`config.mk`:
```
export PLATFORM = sky130hd
export DESIGN_NAME = id_ex_stage
export DESIGN_NICKNAME = d
export VERILOG_FILES = /design/src/rtl/id_ex_stage.sv
export SDC_FILE = /design/constraint.sdc
export NUM_CORES = 1
export LEC_CHECK = 0
export BUFFER_PORTS_ARGS = -buffer_cell sky130_fd_sc_hd__buf_2
export CAP_MARGIN = 20
export CORE_AREA = 10 10 138 140
export DETAILED_ROUTE_END_ITERATION = 7
export DIE_AREA = 0 0 148 150
export GPL_TIMING_DRIVEN = 0
export PLACE_DENSITY = 0.88
export RECOVER_POWER = 100
export SETUP_SLACK_MARGIN = 0.05
export SYNTH_ARGS = -nofsm -noshare
export SYNTH_HDL_FRONTEND = slang
export SYNTH_SLANG_ARGS = --single-unit
```
`constraint.sdc`:
```
create_clock -name clk -period 6.5 [get_ports clk]
set_clock_uncertainty 0.05 [all_clocks]
set_input_delay 0.975 -clock clk [delete_from_list [all_inputs] [get_ports clk]]
set_output_delay 0.975 -clock clk [all_outputs]
set_load 0.02 [all_outputs]
```
`src/rtl/id_ex_stage.sv`:
```
// id_ex_stage: ID/EX pipeline register with destination resolution and load-use stall.
// Optional ID_EX_STALL_CNT_EN adds a saturating count of hazard bubbles on o_stall_cnt.
module id_ex_stage #(
  parameter int NB_DATA = 32,
  parameter int NB_ADDR = 32,
  parameter int NB_REG  = 5
) (
  input  logic               clk,
  input  logic               i_rst,
  input  logic               i_halt,
  input  logic               i_flush,
  input  logic               i_valid,
  input  logic               i_jump,
  input  logic               i_branch,
  input  logic               i_regDst,
  input  logic               i_mem2Reg,
  input  logic               i_regWrite,
  input  logic               i_memRead,
  input  logic               i_memWrite,
  input  logic               i_sign_flag,
  input  logic               i_immediate,
  input  logic [1:0]         i_aluSrc,
  input  logic [1:0]         i_aluOp,
  input  logic [1:0]         i_width,
  input  logic [5:0]         i_opcode,
  input  logic [5:0]         i_funct,
  input  logic [NB_ADDR-1:0] i_pc,
  input  logic [NB_DATA-1:0] i_rs_data,
  input  logic [NB_DATA-1:0] i_rt_data,
  input  logic [NB_DATA-1:0] i_imm_ext,
  input  logic [NB_REG-1:0]  i_rs,
  input  logic [NB_REG-1:0]  i_rt,
  input  logic [NB_REG-1:0]  i_rd,
  output logic               o_jump,
  output logic               o_branch,
  output logic               o_regDst,
  output logic               o_mem2Reg,
  output logic               o_regWrite,
  output logic               o_memRead,
  output logic               o_memWrite,
  output logic               o_sign_flag,
  output logic               o_immediate,
  output logic [1:0]         o_aluSrc,
  output logic [1:0]         o_aluOp,
  output logic [1:0]         o_width,
  output logic [5:0]         o_funct,
  output logic [NB_ADDR-1:0] o_pc,
  output logic [NB_DATA-1:0] o_rs_data,
  output logic [NB_DATA-1:0] o_rt_data,
  output logic [NB_DATA-1:0] o_imm_ext,
  output logic [NB_REG-1:0]  o_rs,
  output logic [NB_REG-1:0]  o_rt,
  output logic [NB_REG-1:0]  o_dst_reg,
  output logic               o_valid,
  output logic               o_stall,
  output logic [31:0]        o_stall_cnt
);
  logic              rt_use, hazard, bubble;
  logic [NB_REG-1:0] dst;
  assign dst    = (i_opcode == 6'b000011) ? NB_REG'(31) : i_regDst ? i_rd : i_rt;
  assign rt_use = (i_aluSrc == 2'b00) | i_memWrite;
  assign hazard = o_memRead & o_valid & (o_dst_reg != '0) & i_valid &
                  ((o_dst_reg == i_rs) | (rt_use & (o_dst_reg == i_rt)));
  assign o_stall = hazard & ~i_flush;
  // flush, hazard and an empty ID slot all load the same bubble control values
  assign bubble = i_flush | hazard | ~i_valid;

  always_ff @(posedge clk or posedge i_rst) begin
    if (i_rst) begin
      {o_jump, o_branch, o_regDst, o_mem2Reg, o_regWrite, o_memRead, o_memWrite,
       o_sign_flag, o_immediate} <= '0;
      o_aluSrc  <= '0;
      o_aluOp   <= '0;
      o_width   <= 2'b11;
      o_funct   <= '0;
      o_pc      <= '0;
      o_rs_data <= '0;
      o_rt_data <= '0;
      o_imm_ext <= '0;
      o_rs      <= '0;
      o_rt      <= '0;
      o_dst_reg <= '0;
      o_valid   <= 1'b0;
    end else if (!i_halt) begin
      {o_jump, o_branch, o_regDst, o_mem2Reg, o_regWrite, o_memRead, o_memWrite,
       o_sign_flag, o_immediate} <= bubble ? 9'd0 :
        {i_jump, i_branch, i_regDst, i_mem2Reg, i_regWrite, i_memRead, i_memWrite,
         i_sign_flag, i_immediate};
      o_aluSrc  <= bubble ? 2'b00 : i_aluSrc;
      o_aluOp   <= bubble ? 2'b00 : i_aluOp;
      o_width   <= bubble ? 2'b11 : i_width;
      o_funct   <= i_funct;
      o_pc      <= i_pc;
      o_rs_data <= i_rs_data;
      o_rt_data <= i_rt_data;
      o_imm_ext <= i_imm_ext;
      o_rs      <= i_rs;
      o_rt      <= i_rt;
      o_dst_reg <= bubble ? '0 : dst;
      o_valid   <= ~bubble;
    end
  end

`ifdef ID_EX_STALL_CNT_EN
  always_ff @(posedge clk or posedge i_rst) begin
    if (i_rst) o_stall_cnt <= '0;
    else if (o_stall && !i_halt && o_stall_cnt != '1) o_stall_cnt <= o_stall_cnt + 32'd1;
  end
`else
  assign o_stall_cnt = '0;
`endif
endmodule

```
# ---- Word level (Yosys, flattened, before mapping)
# Cells that the tools add are included.
dict set report totals {
  mem_bits_rw 0
  latchBits 0
  romBits 0
  word_cells 46
  mem_count 0
  output_inout_bits 198
  ff_bits 165
}
dict set report classes {
  reduce_logical 2
  div 0
  order_cmp 0
  muxes 7
  n_shift 0
  addsub 0
  bitwise 13
  multipliers 0
  n_eq_ne 3
}
# op n
set op_table {}
lappend op_table {{two-way mux 5 bit} 3}
lappend op_table {{equality test 5 bit} 2}
lappend op_table {{two-way mux 9 bit} 1}
lappend op_table {{AND 1 bit} 6}
lappend op_table {{equality test 6 x 2 -> 1 bit, second input constant} 1}
lappend op_table {{two-way mux 2 bit} 3}
lappend op_table {{nonzero test 5 bit} 1}
lappend op_table {{OR 1 bit} 4}
lappend op_table {{NOT 1 bit} 3}
lappend op_table {{logical NOT 2 bit} 1}

# ---- Longest topological paths before layout
# Gate-level depths: netlist of run 1.
dict set report logic_depth {
  word_depth 8
  depth_mapped 7
  depth_no_buf 4
}

# ---- Worst setup path after synthesis of run 1
# OpenSTA, ideal clock, no wires.
dict set report synth_path {
  path_kind {input to output}
  from {in i_rt[0]}
  to {out o_stall}
  slack_ns 3.511
  path_stages 4
  arrival_ns 1.964
  cell_sequence {xnor2_1 > nand4_1 > o22a_1 > nor3_1}
}
dict set report synth_between {
  elab_chain_len 5
}
# item line
set synth_lines {}
lappend synth_lines {{from (decl)} 32} ;# input logic [NB_REG-1:0] i_rt,
lappend synth_lines {{equality test 5 bit} 63} ;# ((o_dst_reg == i_rs) | (rt_use & (o_dst_reg == i_rt)));
lappend synth_lines {{AND 1 bit} 63}
lappend synth_lines {{OR 1 bit} 63}
lappend synth_lines {{AND 1 bit} 62} ;# assign hazard = o_memRead & o_valid & (o_dst_reg != '0) & i_valid &
lappend synth_lines {{AND 1 bit} 64} ;# assign o_stall = hazard & ~i_flush;
lappend synth_lines {{to (decl)} 55} ;# output logic o_stall,
# No other way between the ends.

# ---- Worst setup path after layout of run 1
dict set report layout_path {
  from {in i_rt[2]}
  to {out o_stall}
}
# The elaborated chain is that of the path after synthesis.

==> flow_metrics.tcl, run 1 <==
set metrics [dict create \
    relSlewSlack -1.20 \
    synth_top_area_cell "dfrtp_1" \
    cpPeakStageDelay_ns 0.28 \
    hp-class "reg2reg" \
    finalHoldViolations 0 \
    power_frac_clock 0.378 \
    arrival_ns 2.15 \
    power.internal_mw 1.91 \
    critPathLaunchType "primary input" \
    viasPerCell 4.71 \
    routed_wl_mm 21.0 \
    avgSynthCellArea_um2 14.4 \
    final_cell_mix "clkbuf_1 (189), buf_2 (173), dfrtp_1 (163)" \
    synthCells 474 \
    design_area_um2 9310 \
    fin_setup_tns_ns 0 \
    gr-total-overflow 0 \
    fin_crit_sh 0.488 \
    die_y_um 150 \
    grt_max_degree 94 \
    worst_setup_path_end_kind "primary output" \
    cts_hold_repair.buffers 0 \
    dp_cells 1064 \
    num_vias 5161 \
    core_um2 16300 \
    syn_area_um2 6820 \
    p_sw_mw 0.796 \
    p_seq_frac 0.438 \
    final_layout_size_suffix_gt1_frac 0.449 \
    crit_path_max_fanout 3 \
    cp_data_required_time_ns 5.47 \
    ioPinCount 373 \
    htree_levels 4 \
    synth-seq-cells 165 \
    track_usage 0.179 \
    holdWs_ns 0.437 \
    violations "max-capacitance violations, max-slew violations" \
    wl_per_cell_um 19.2 \
    final_cells 1096 \
    rsz0062_at_grt "no" \
    yosysSeqAreaShare 0.606 \
    n_fill_cell 1448 \
    drc 0 \
    layout_commonest_cell "clkbuf_1" \
    tritoncts "done" \
    crit_family "compound AO/OA/AOI/OAI gates" \
    worstSetupPathType "in2out" \
    drtIter0Drc 177 \
    netlist_top_cells_area "dfrtp_1 (60%), mux2_2 (24%), buf_4 (3.5%)" \
    slew_violations 73 \
    clk_pin_slew_ns 0.06 \
    fin_crit_ns 3.17 \
    dp_hpwl_mm 16.8 \
    post_cts_resized 0 \
    clock_sinks 165 \
    diodes 0 \
    clockBufferDepth 2 \
    cp_slowest_cell "o22a_1" \
    postCtsSetupRepairBufs 0 \
    place_area_um2 8940 \
    ant_nets 0 \
    dieArea_um2 22200 \
    fp-row-count 47 \
    numPortBuffers 338 \
    cap_violations 1 \
    clockRootBuffer "clkbuf_16" \
    fmax_mhz 315 \
    synth_cell_types 33 \
    crit_buf_inv 2 \
    p_comb_frac 0.184 \
    insertion_delay_ns 0.41 \
    setup_viol 0 \
    gp_congestion 0.803 \
    fin_util 0.570 \
    synth_top_area_frac 0.598 \
    worst_pin_slew_ns 3.28 \
    cts_made_buffers 17 \
    grt_pass1_wl_mm 31.2 \
    start_util 0.417 \
    first_pass_iters 4 \
    status "finished with violations" \
    yosys_warnings 0 \
    areaGrowthSynthToFinish_pct 36.5 \
    path_cells "buf_2, xnor2_1, o21ai_0, o22a_1, nor3_1, clkbuf_1" \
    p_leak_nw 4.23 \
    peakVddDrop_uv 168 \
    cellPowerDensity_nw_per_um2 291 \
    nNetsFinal 1038 \
    antenna_found_initial 0 \
    chipWidth_um 148 \
    swShare 0.294 \
    grt_pass1_vias 5788 \
]
[worst paths after layout]
path,startpoint,end,slack (ns),depth (start not counted)
min,o_regWrite,o_regWrite,0.44,2
min reg2reg,o_regWrite,o_regWrite,0.44,2
min in group asynchronous,i_rst,o_imm_ext[10],1.46,2
max in group asynchronous,i_rst,o_jump,3.46,2
max reg2reg,o_dst_reg[0],o_aluOp[1],4.62,5
max,i_rt[2],o_stall,3.33,6
[worst reg2reg max path, delay by kind of cell, from the launching register on]
kind,cells,cell delay (ns)
buffers and inverters,1,0.33
xor gates and xnor gates,1,0.16
DFF,1,0.54
and+or+nand+nor,1,0.16
AOI/OAI and AO/OA,2,0.51
[per-stage QoR]
step	setup WS [ns]	power, mW
after floorplan	1.02	1.51
after global placement	-0.734	1.71
after detailed placement	3.40	1.73
after CTS	3.35	2.76
after global routing	2.93	2.82
final	3.33	2.71
[metal layers]
layer	up-vias	share of wire	global-route usage
li1	2394	-	-
met5	-	0	0
met1	2513	0.36	0.177
met2	237	0.52	0.324
met3	17	0.11	0.0912
met4	0	0.014	0.0466
[cell usage after synthesis (all sizes together)]
cell type	n
dfrtp	163
inv	5
mux2	144
o22ai	1
a32o	2
nor2	2
o2bb2ai	5
nand3	1
nor4	1
dfstp	2
mux2i	5
nand2	25
and2	1
and3	1
o21ai	15
clkbuf	10
buf	49
or4	1
o22a	1
a31oi	2
a32oi	13
nor3	1
a22oi	1
xnor2	10
conb	1
o2111ai	1
a21oi	10
nand4	1
[final cells by class]
class | count | area [um^2] | area share
tap | 220 | 275 | 0.0296
inverter | 5 | 20.0 | 0.00215
buffer | 59 | 359 | 0.0386
clock buffer | 19 | 453 | 0.0486
sequential | 165 | 4130 | 0.444
clock inverter | 13 | 146 | 0.0157
multi-input combinational | 276 | 2420 | 0.259
timing repair buffer | 339 | 1510 | 0.162
[logic make-up (layout without fill, tap and decap cells)]
| kind of cell | count (synthesis) | in the layout | synth area share |
|---|---|---|---|
| flops | 165 | 165 | 0.606 |
| mux | 149 | 149 | 0.245 |
| buf+inv | 64 | 435 | 0.0572 |
| compound gates | 51 | 51 | 0.0570 |
| simple gates | 34 | 34 | 0.0216 |
| xor+xnor | 10 | 10 | 0.0128 |
| other cells | 1 | 32 | 0.000550 |
[power groups by stage]
stage               combinational [mW]  sequential [mW]  clock (mW)
finish                           0.498             1.18        1.02
CTS                              0.535             1.18        1.05
global placement                 0.519             1.19           0
global route                     0.535             1.20        1.09
floorplan                        0.187             1.32           0
detailed placement               0.534             1.20           0
Note: power is estimated with default switching activity, not from simulation.
==> run 2: changes to the inputs <==
Settings changed: ABC_AREA set to 1.
Clock period 6.5 ns to 3.1 ns, I/O delays scaled along.
==> run 2 against run 1 <==
Effect of this change:
- the run now ends clean
- sequential power grew 110%
- non-clock buffer count rose by 17
- power up 100%
- clock power up 100%
- hold slack lost 0.26 ns
- critical path depth increased by 4
- via count grew 26%
- wire length grew 15%
- synthesized cell count is 68% higher
- combinational power increased by 91%
- setup slack lost 2.7 ns
- flip-flop and latch count unchanged
==> flow_metrics.tcl, run 2 <==
set metrics [dict create \
    cap_violations 0 \
    fmax_mhz 407 \
    synth_top_area_frac 0.604 \
    synthCells 796 \
    synthFlopType "dfrtp_1" \
    clockBufferDepth 2 \
    routed_wl_mm 24.1 \
    total_power_mw 5.48 \
    dp_hpwl_mm 18.9 \
    cp_data_required_time_ns 2.58 \
    p_leak_nw 5.11 \
    avgSynthCellArea_um2 8.49 \
    die_y_um 150 \
    fin_crit_ns 2.46 \
    grt_max_degree 41 \
    drtIter0Drc 363 \
    worst_pin_slew_ns 0.965 \
    core_um2 16300 \
    clk_pin_slew_ns 0.07 \
    synth-seq-cells 165 \
    rsz0062_at_grt "no" \
    htree_levels 4 \
    fin_crit_sh 0.793 \
    track_usage 0.208 \
    synth_top_area_cell "dfrtp_1" \
    yosys_warnings 0 \
    nNetsFinal 1365 \
    viasPerCell 4.57 \
    final_layout_size_suffix_gt1_frac 0.210 \
    crit_path_max_fanout 10 \
    ys_async_sr_fraction 1.00 \
    fin_setup_tns_ns 0 \
    first_pass_iters 5 \
    cts_made_buffers 17 \
    place_area_um2 8930 \
    final_cell_mix "nand2_1 (479), clkbuf_1 (202), buf_2 (178)" \
    hp-class "in2reg" \
    arrival_ns 1.94 \
    ys_top_cells_by_count "nand2_1 (478), dfrtp_1 (163), buf_4 (32)" \
    num_vias 6504 \
    use_met3 0.0854 \
    design_area_um2 9250 \
    wl_per_cell_um 16.9 \
    cellPowerDensity_nw_per_um2 593 \
    yosysMostFrequentCell "nand2_1" \
    worst_setup_path_end_kind "primary output" \
    tritoncts "done" \
    ioPinCount 373 \
    holdWs_ns 0.181 \
    antenna_found_initial 2 \
    postCtsSetupRepairBufs 0 \
    use_met2 0.362 \
    grt_pass1_wl_mm 36.0 \
    gr-total-overflow 0 \
    synth_cell_types 21 \
    chipWidth_um 148 \
    netlist_top_cells_area "dfrtp_1 (60%), nand2_1 (27%), buf_4 (3.6%)" \
    fin_ws_ns 0.642 \
    holdPathStages 3 \
    r2r_cells 8 \
    drc 0 \
    grt_pass1_vias 6730 \
    gp_congestion 0.895 \
    critPathLaunchType "register" \
    fp-row-count 47 \
    clockRootBuffer "clkbuf_16" \
    start_util 0.413 \
    areaGrowthSynthToFinish_pct 36.9 \
    setup_viol 0 \
    insertion_delay_ns 0.42 \
    numPortBuffers 339 \
    finalHoldViolations 0 \
    synth-edff-count 0 \
    yosysSeqAreaShare 0.612 \
    top_usage_layer "met2" \
    dp_slack_ns 1.09 \
    post_cts_resized 0 \
    clock_sinks 165 \
    grtUsageMet1 0.220 \
    relSlewSlack 0.357 \
    layout_commonest_cell "nand2_1" \
    dieArea_um2 22200 \
    ant_nets 0 \
    syn_area_um2 6760 \
    peakVddDrop_uv 428 \
    slew_violations 0 \
    status "complete, no violations" \
    worstSetupPathType "reg2out" \
]
-- run 2: cell count changes in the layout (fill, tap and decap cells not counted), sizes merged, moves of 9 or more --
cell	delta
a21oi	-10
a32oi	-13
clkbuf	+13
inv	+12
mux2	-144
nand2	+454
nand3	+21
nor2	+9
xnor2	-9
-- run 2: per-layer routing --
layer / vias to the layer above / routed length, um
met2: 309 / 12300
met4: 0 / 586
met3: 42 / 2450
li1: 3138 / -
met1: 3015 / 8800
met5: - / 0
-- run 2: what timing repair did --
action	4_1_cts	5_1_grt
setup endpoints to repair	0	0
hold buffers	1	0
endpoints found under the hold margin	15	0
-- run 2: kinds of logic after synthesis --
logic type	share of synthesized area
AO/OA/AOI/OAI	0.0159
XOR/XNOR	0.00130
buffers and inverters	0.0752
flip-flops	0.612
other	0.000555
AND/OR/NAND/NOR	0.295
-- run 2: final timing paths --
check                              start       endpoint  slack, ns
hold reg to reg            o_imm_ext[15]  o_imm_ext[15]       0.42
max in group asynchronous          i_rst        o_pc[4]       0.95
min in group asynchronous          i_rst  o_rt_data[21]       0.59
setup / recovery            o_dst_reg[0]        o_stall       0.64
hold / removal                   i_pc[8]        o_pc[8]       0.18
setup reg to reg            o_dst_reg[0]         o_jump       1.28
-- run 2: worst max-delay path: stages (launching register included) --
cell and delay (ns):
dfrtp_1 0.45, inv_2 0.06, nand2_1 0.06, nand2_1 0.06
nor2_1 0.10, nand3_1 0.09, nand2_1 0.06, nand2_1 0.12
buf_6 0.18, nor2_1 0.09, clkbuf_1 0.24
-- run 2: final cells by class --
class	count	area [um^2]
timing repair buffer	344	1550
clock buffer	21	450
tap	220	275
sequential	165	4130
inverter	21	80.1
antenna	2	5.00
multi-input combinational	570	2230
clock inverter	10	124
buffer	71	400
fill	1505	7100
-- run 2: per-stage QoR --
stage,utilization,cells
finish,0.566,1424
global placement,0.541,1386
floorplan,-,827
global route,0.566,1424
CTS,0.582,1422
detailed placement,0.546,1390
-- run 2: where the power goes --
group	internal [mW]	switching (mW)	total (mW)
Combinational	0.287	0.665	0.952
Clock	1.21	0.878	2.09
Sequential	2.34	0.107	2.44
==> run 3: changes to the inputs <==
Settings changed: CORE_AREA 10 10 138 140 to unset, CORE_MARGIN set to 10, CORE_UTILIZATION set to 40, DIE_AREA 0 0 148 150 to unset.
Clock period 3.1 ns to 2.21 ns, I/O delays scaled along.
==> run 3 against run 2 <==
Effect of this change:
- global-route usage shrank 0.88 points
- critical path depth fell by 1
- final area grew 0.99%
- clock power rose by 35%
- clock-buffer cell count shrank 3
- highest routed layer is now met5
- register-to-register slack got worse by 0.99 ns
- sequential power grew 41%
- first-iteration DRC count fell by 4.4%
- via count shrank 0.18%
==> flow_metrics.tcl, run 3 (synthesis gave the netlist of run 2 again) <==
set metrics [dict create \
    p_sw_mw 2.34 \
    dp_slack_ns 0.450 \
    cpPeakStageDelay_ns 0.43 \
    ioPinCount 373 \
    rsz0062_at_grt "no" \
    crit_top_cell "nand2_1" \
    track_usage 0.199 \
    p_seq_frac 0.451 \
    first_pass_iters 4 \
    relSlewSlack 0.346 \
    start_util 0.407 \
    clockRootBuffer "clkbuf_16" \
    total_power_mw 7.60 \
    die_y_um 150 \
    crit_family "simple AND/OR/NAND/NOR gates" \
    fin_crit_ns 2.06 \
    peakVddDrop_uv 568 \
    slew_violations 0 \
    fmax_mhz 485 \
    crit_buf_inv 2 \
    final_cell_mix "nand2_1 (474), clkbuf_1 (195), buf_2 (183)" \
    dieArea_um2 22500 \
    num_vias 6492 \
    core_um2 16600 \
    dp_hpwl_mm 18.7 \
    grt_pass1_vias 6569 \
    gp_congestion 0.863 \
    insertion_delay_ns 0.41 \
    viasPerCell 4.54 \
    arrival_ns 1.68 \
    cellPowerDensity_nw_per_um2 814 \
    grt_max_degree 44 \
    grt_pass1_wl_mm 35.2 \
    holdWs_ns 0.0493 \
    wl_per_cell_um 16.6 \
    cts_made_buffers 17 \
    clock_sinks 165 \
    ant_nets 0 \
    numPortBuffers 339 \
    chipWidth_um 150 \
    hp-class "in2reg" \
    clockBufferDepth 2 \
    critPathLaunchType "register" \
    crit_path_max_fanout 5 \
    worstSetupPathType "reg2out" \
    fin_ws_ns 0.147 \
    finalHoldViolations 0 \
    gr-total-overflow 0 \
    layout_commonest_cell "nand2_1" \
    drtIter0Drc 347 \
    tritoncts "done" \
    final_layout_size_suffix_gt1_frac 0.231 \
    cap_violations 0 \
    routed_wl_mm 23.7 \
    cp_slowest_cell "dfrtp_1" \
    place_area_um2 8930 \
    p_comb_frac 0.178 \
    worst_pin_slew_ns 0.975 \
    clk_pin_slew_ns 0.07 \
    htree_levels 4 \
    path_cells "inv_2, nand2_1, nand2_1, nor2_1, nand3_2, nand2_1, nand2_4, nor2_4, buf_6" \
    setup_viol 0 \
    fp-row-count 47 \
    areaGrowthSynthToFinish_pct 38.2 \
    nNetsFinal 1371 \
    status "complete, no violations" \
    cp_data_required_time_ns 1.83 \
    fin_setup_tns_ns 0 \
    power_frac_clock 0.371 \
    swShare 0.308 \
    power.internal_mw 5.26 \
    fin_crit_sh 0.933 \
    antenna_found_initial 2 \
    drc 0 \
    p_leak_nw 5.17 \
    worst_setup_path_end_kind "primary output" \
    design_area_um2 9340 \
]
run 3: final cells by class:
type | count | area [um^2]
diodes | 1 | 2.50
plain buffers | 70 | 395
clock buffers | 18 | 429
clock inverters | 13 | 125
fillers | 1556 | 7250
inverters | 21 | 80.1
multi-input cells | 570 | 2270
flip-flops and latches | 165 | 4130
well taps | 220 | 275
repair buffers | 351 | 1620
run 3: worst paths after layout:
check | startpoint | end | slack [ns] | depth (start not counted)
worst max-delay path | o_dst_reg[0] | o_stall | 0.15 | 9
worst min-delay path | i_rs_data[7] | o_rs_data[7] | 0.05 | 3
worst max register to register | o_dst_reg[2] | o_jump | 0.29 | 10
worst min register to register | o_imm_ext[29] | o_imm_ext[29] | 0.43 | 2
max in group asynchronous | i_rst | o_imm_ext[23] | 0.29 | 5
min in group asynchronous | i_rst | o_rs_data[8] | 0.58 | 3
run 3: power by group through the flow:
stage / logic [mW] / clock network [mW] / registers (mW)
after floorplan: 0.475 / 0 / 3.79
after global placement: 1.37 / 0 / 3.46
after detailed placement: 1.42 / 0 / 3.47
after CTS: 1.43 / 2.88 / 3.42
after global routing: 1.49 / 3.01 / 3.46
final: 1.35 / 2.82 / 3.43
run 3: per-layer routing:
metal	vias to the layer above	GRT usage	wire (um)
li1	3152	-	-
met1	2989	0.223	8870
met2	302	0.344	12000
met3	47	0.0697	2270
met4	2	0.0690	580
met5	-	0	13
run 3: worst reg2reg max path, delay by kind of cell (launching register included):
family / cells / cell delay (ns)
flops: 1 / 0.42
simple gates: 5 / 0.59
buf+inv: 5 / 0.79
run 3: timing repair:
item | in CTS | in global routing
pin swaps | 0 | 10
hold buffers | 1 | 0
gates resized for setup | 2 | 16
setup endpoints to repair | 1 | 1
buffers inserted | 1 | 6
endpoints found under the hold margin | 18 | 0
run 3: through the flow:
| step | utilization | std cells |
|---|---|---|
| 2_1_floorplan | - | 827 |
| 3_3_place_gp | 0.533 | 1386 |
| 3_5_place_dp | 0.538 | 1390 |
| 4_1_cts | 0.573 | 1423 |
| 5_1_grt | 0.563 | 1429 |
| 6_report | 0.563 | 1429 |
